[config.mk]
export PLATFORM = sky130hd
export DESIGN_NAME = usb_nrzi_unstuff
export DESIGN_NICKNAME = d
export VERILOG_FILES = /design/src/rtl/usb_nrzi_unstuff.sv
export SDC_FILE = /design/constraint.sdc
export NUM_CORES = 1
export LEC_CHECK = 0
export CAP_MARGIN = 25
export CORE_AREA = 4 4 41 43
export DETAILED_ROUTE_END_ITERATION = 12
export DIE_AREA = 0 0 45 47
export PLACE_DENSITY = 0.76
export SYNTH_ARGS = -nofsm -noshare
export SYNTH_HDL_FRONTEND = slang
export SYNTH_SLANG_ARGS = --single-unit
[constraint.sdc]
create_clock -name clk -period 2 [get_ports clk]
set_input_delay 0.4 -clock clk [delete_from_list [all_inputs] [get_ports clk]]
set_output_delay 0.4 -clock clk [all_outputs]
set_load 0.01 [all_outputs]
[src/rtl/usb_nrzi_unstuff.sv]
// Receive-side NRZI decoder with bit unstuffing, EOP detection and line-error flags.
// Ports:
//   clk, n_rst        - clock and synchronous active-low reset
//   d_plus, d_minus   - synchronised USB line inputs
//   shift_enable      - one-cycle bit-sample strobe
//   d_orig            - decoded data bit (held between valid bits)
//   bit_valid         - pulse: d_orig carries a real data bit
//   eop               - pulse: SE0 run of EOP_SE0_BITS or more, ended by J
//   stuff_err         - pulse: STUFF_LEN ones followed by another one
//   line_err          - pulse: SE1, or SE0 run ended by K or ended too early
module usb_nrzi_unstuff #(
  parameter int unsigned STUFF_LEN    = 6,
  parameter bit          IDLE_J       = 1'b1,
  parameter int unsigned EOP_SE0_BITS = 2
) (
  input  logic clk,
  input  logic n_rst,
  input  logic d_plus,
  input  logic d_minus,
  input  logic shift_enable,
  output logic d_orig,
  output logic bit_valid,
  output logic eop,
  output logic stuff_err,
  output logic line_err
);

  localparam int unsigned OW = $clog2(STUFF_LEN + 1);
  localparam int unsigned SW = $clog2(EOP_SE0_BITS + 1);

  typedef enum logic {
    ST_DATA = 1'b0,
    ST_SE0  = 1'b1
  } state_t;

  state_t        state, state_n;
  logic          prev_lvl, prev_lvl_n;
  logic [OW-1:0] ones_cnt, ones_cnt_n;
  logic [SW-1:0] se0_cnt, se0_cnt_n;
  logic          d_orig_n, bit_valid_n, eop_n, stuff_err_n, line_err_n;

  // Line level: 1 = J, 0 = K (only meaningful when the line is J or K)
  logic lvl, is_j, is_se0, is_se1, bit_c;

  // State and output registers
  always_ff @(posedge clk) begin
    if (!n_rst) begin
      state     <= ST_DATA;
      prev_lvl  <= IDLE_J;
      ones_cnt  <= '0;
      se0_cnt   <= '0;
      d_orig    <= 1'b1;
      bit_valid <= 1'b0;
      eop       <= 1'b0;
      stuff_err <= 1'b0;
      line_err  <= 1'b0;
    end else begin
      state     <= state_n;
      prev_lvl  <= prev_lvl_n;
      ones_cnt  <= ones_cnt_n;
      se0_cnt   <= se0_cnt_n;
      d_orig    <= d_orig_n;
      bit_valid <= bit_valid_n;
      eop       <= eop_n;
      stuff_err <= stuff_err_n;
      line_err  <= line_err_n;
    end
  end

  // Next-state, decode and pulse generation
  always_comb begin
    state_n     = state;
    prev_lvl_n  = prev_lvl;
    ones_cnt_n  = ones_cnt;
    se0_cnt_n   = se0_cnt;
    d_orig_n    = d_orig;
    bit_valid_n = 1'b0;
    eop_n       = 1'b0;
    stuff_err_n = 1'b0;
    line_err_n  = 1'b0;

    lvl    = d_plus;
    is_j   = d_plus & ~d_minus;
    is_se0 = ~d_plus & ~d_minus;
    is_se1 = d_plus & d_minus;
    bit_c  = (lvl == prev_lvl);

    if (shift_enable) begin
      if (is_se1) begin
        // Illegal line state: flag it and leave all decode state untouched
        line_err_n = 1'b1;
      end else begin
        case (state)
          ST_DATA: begin
            if (is_se0) begin
              se0_cnt_n  = SW'(1);
              ones_cnt_n = '0;
              state_n    = ST_SE0;
            end else begin
              prev_lvl_n = lvl;
              if (ones_cnt < OW'(STUFF_LEN)) begin
                d_orig_n    = bit_c;
                bit_valid_n = 1'b1;
                ones_cnt_n  = bit_c ? (ones_cnt + OW'(1)) : '0;
              end else begin
                // Slot after a full run of ones must be a stuffed zero
                ones_cnt_n  = '0;
                stuff_err_n = bit_c;
              end
            end
          end
          ST_SE0: begin
            if (is_se0) begin
              if (se0_cnt < SW'(EOP_SE0_BITS)) begin
                se0_cnt_n = se0_cnt + SW'(1);
              end
            end else begin
              if (is_j && (se0_cnt >= SW'(EOP_SE0_BITS))) begin
                eop_n = 1'b1;
              end else begin
                line_err_n = 1'b1;
              end
              prev_lvl_n = is_j;
              se0_cnt_n  = '0;
              state_n    = ST_DATA;
            end
          end
          default: state_n = ST_DATA;
        endcase
      end
    end
  end

endmodule
==> flow_summary_export.csv <==
group,metric,value,unit
clock_network,clk_latency,0.27,ns
grt,grt_usage,14.37,%
critical_path,worstPathMaxFanout,3,
run,maxCapViolations,0,
finish,fill_cells,118,
logic_synthesis,avgSynthCellArea,8.811,sq um
critical_path,worstPathRequired,2.19,ns
logic_synthesis,synth_top_area_share,38.40,%
sta,hold_violations,0,
sta,rsz0062_at_grt,"no",
placed_design,placed_cell_area,782.0,sq um
logic_synthesis,yosysTopAreaCell,"dfxtp_1",
critical_path,r2r-start,"state",
logic_synthesis,syn-num-nets,81,
critical_path,crit_path_start_kind,"input port",
finish,drive_gt1_share,18.18,%
clock_network,clock-root-buffer,"clkbuf_4",
detailed_routing,num_vias,555,
clock_network,cts_tree,"built",
grt,grt_pass1_vias,507,
clock_network,ctsLongestPathBuffers,2,
hold_path,worst_hold_path.num_cells,2,
logic_synthesis,netlist_instances,71,
floorplan,die_area,2115,sq um
floorplan,die_h,47,microns
detailed_routing,wl,1270,microns
clock_network,cts_buffers,3,
sta,post-route-period-util,96.44,%
logic_synthesis,ys_top_cells_by_area,"dfxtp_1 38%, ha_1 10%, or4_1 4.8%",
grt,antenna_found_initial,0,
sta,slew_violations,0,
logic_synthesis,ys_seq_area_share,38.40,%
clock_network,path_clk_slew,0.07,ns
sta,setup_viol,0,
pwr,total_power,0.4903,mW
placed_design,placed_cells_incl_taps,100,
critical_path,crit_path_start,"d_plus",
sta,min_period,1.929,ns
finish,antenna_cells,0,
clock_network,htreeDepth,1,
sta,setup_ws,0.07115,ns
detailed_routing,drc_errors,0,
detailed_routing,wl_per_cell,12.33,microns
sta,slew-limit-headroom,75.16,%
floorplan,floorplan.initialDensity,48.08,%
sta,whs,0.4781,ns
finish,design_area,804.5,sq um
hold_path,hp-class,"reg2reg",
floorplan,fp-row-count,13,
clock_network,cts_resized,0,
critical_path,reg2regPathDepth,3,
critical_path,end_kind,"flop",
finish,final_common_cell,"dfxtp_1",
finish,finish.utilization,61.83,%
clock_network,holdBufCountCts,0,
floorplan,core-area,1301,sq um
floorplan,die_x,45,microns
finish,fin_nets,100,
finish,finalNonFillerCells,103,
logic_synthesis,netlist_area,625.6,sq um
placed_design,place_congestion,0.7638,
grt,grt_max_degree,12,
finish,areaGrowthSynthToFinish,28.60,%
grt,gr-total-overflow,0,
logic_synthesis,synth_warnings,0,
placed_design,dpl_worst_slack,-0.2204,ns
detailed_routing,vias_per_cell,5.388,
grt,grt_pass1_wl,2180,microns
detailed_routing,antenna_left,0,
outcome,status,"complete, no violations",
critical_path,worstPathArrival,2.12,ns
detailed_routing,first_iter_violations,7,
placed_design,numPortBuffers,9,
hold_path,hold_start,"ones_cnt[2]",
finish,most-common-layout-cells,"12 x dfxtp_1, 9 x clkdlybuf4s50_1, 8 x buf_4",
sta,skew,0.006401,ns
placed_design,dp_hpwl,977.6,microns
sta,finalSetupTns,0,ns
critical_path,crit_type,"in2reg",
detailed_routing,drt-pass1-iter-count,4,
logic_synthesis,synth_cell_type_count,31,
clock_network,clock-sinks,12,
sta,timing.fmax,0.5184,GHz
floorplan,io_pins,10,
logic_synthesis,synth-seq-cells,12,
pwr,vdd_drop_max,0.4272,mV
clock_network,postCtsSetupBuffers,0,
pwr,p_leak,0.3212,nW
sta,tightest_slew,0.3720,ns
pwr,power_density,609.5,nW/um^2
per-layer routing:
layer	part of all wire, %	wire (microns)	track usage [%]
met5	0	0	0
met1	47	597	17.28
met2	47	602	24.86
met4	0	0	1.754
met3	5.5	70	5.747
worst max-delay path, cell delays in order:
cell and delay [ns]:
clkdlybuf4s50_1 0.45, ha_1 0.24, or3b_4 0.38, or4_1 0.46, o31ai_2 0.19
Yosys cell counts:
master and number:
or4_1 4, clkbuf_2 1, o311ai_0 1, ha_1 5, and2_2 1, clkbuf_1 2
mux2i_1 1, o211ai_1 1, o21bai_1 1, or4b_2 1, and3b_2 1, dfxtp_1 12
nor3_1 1, nand2_1 6, a21oi_1 3, a31oi_1 2, nand3_1 3, o21ai_0 4
o31ai_2 1, xor2_1 1, nor3b_1 1, or3b_4 1, a2bb2oi_1 1, o21ai_1 1
o31ai_1 1, nor4_1 1, and2_1 1, inv_1 5, nor4b_1 1, nor2_1 4
nand2b_1 2
area by class of cell:
type / instances / area [sq um] / share of cell area, %
multi-input combinational: 51 / 354.1 / 44.01
clock buffer: 3 / 22.52 / 2.799
timing repair buffer: 17 / 150.1 / 18.66
tap: 15 / 18.77 / 2.333
inverter: 5 / 18.77 / 2.333
sequential: 12 / 240.2 / 29.86
power breakdown:
part	switching [mW]	internal, mW	total, mW
Clock	0.0773	0.0697	0.147
Sequential	0.00937	0.249	0.258
Combinational	0.0392	0.0458	0.0849
Total	0.126	0.365	0.490
cells by family (layout without fill, tap and decap cells):
group,count (synthesis),after routing,share of synthesized area (%)
adders and majority gates,5,5,10.00
muxes,1,1,1.600
and+or+nand+nor,28,28,26.80
DFF,12,12,38.40
xor gates and xnor gates,1,1,1.400
buffers and inverters,8,25,5.000
AOI/OAI and AO/OA,16,16,16.80
registers in the layout (all words and copies together) (netlist names):
name,count
ones_cnt,3
se0_cnt,2
bit_valid,1
d_orig,1
eop,1
line_err,1
prev_lvl,1
state,1
stuff_err,1
worst paths after layout:
check / end / slack [ns]
setup / recovery: ones_cnt[0] / 0.07
hold / removal: stuff_err / 0.48
setup reg to reg: ones_cnt[0] / 0.39
hold reg to reg: stuff_err / 0.48
(Power assumes the default switching activity.)
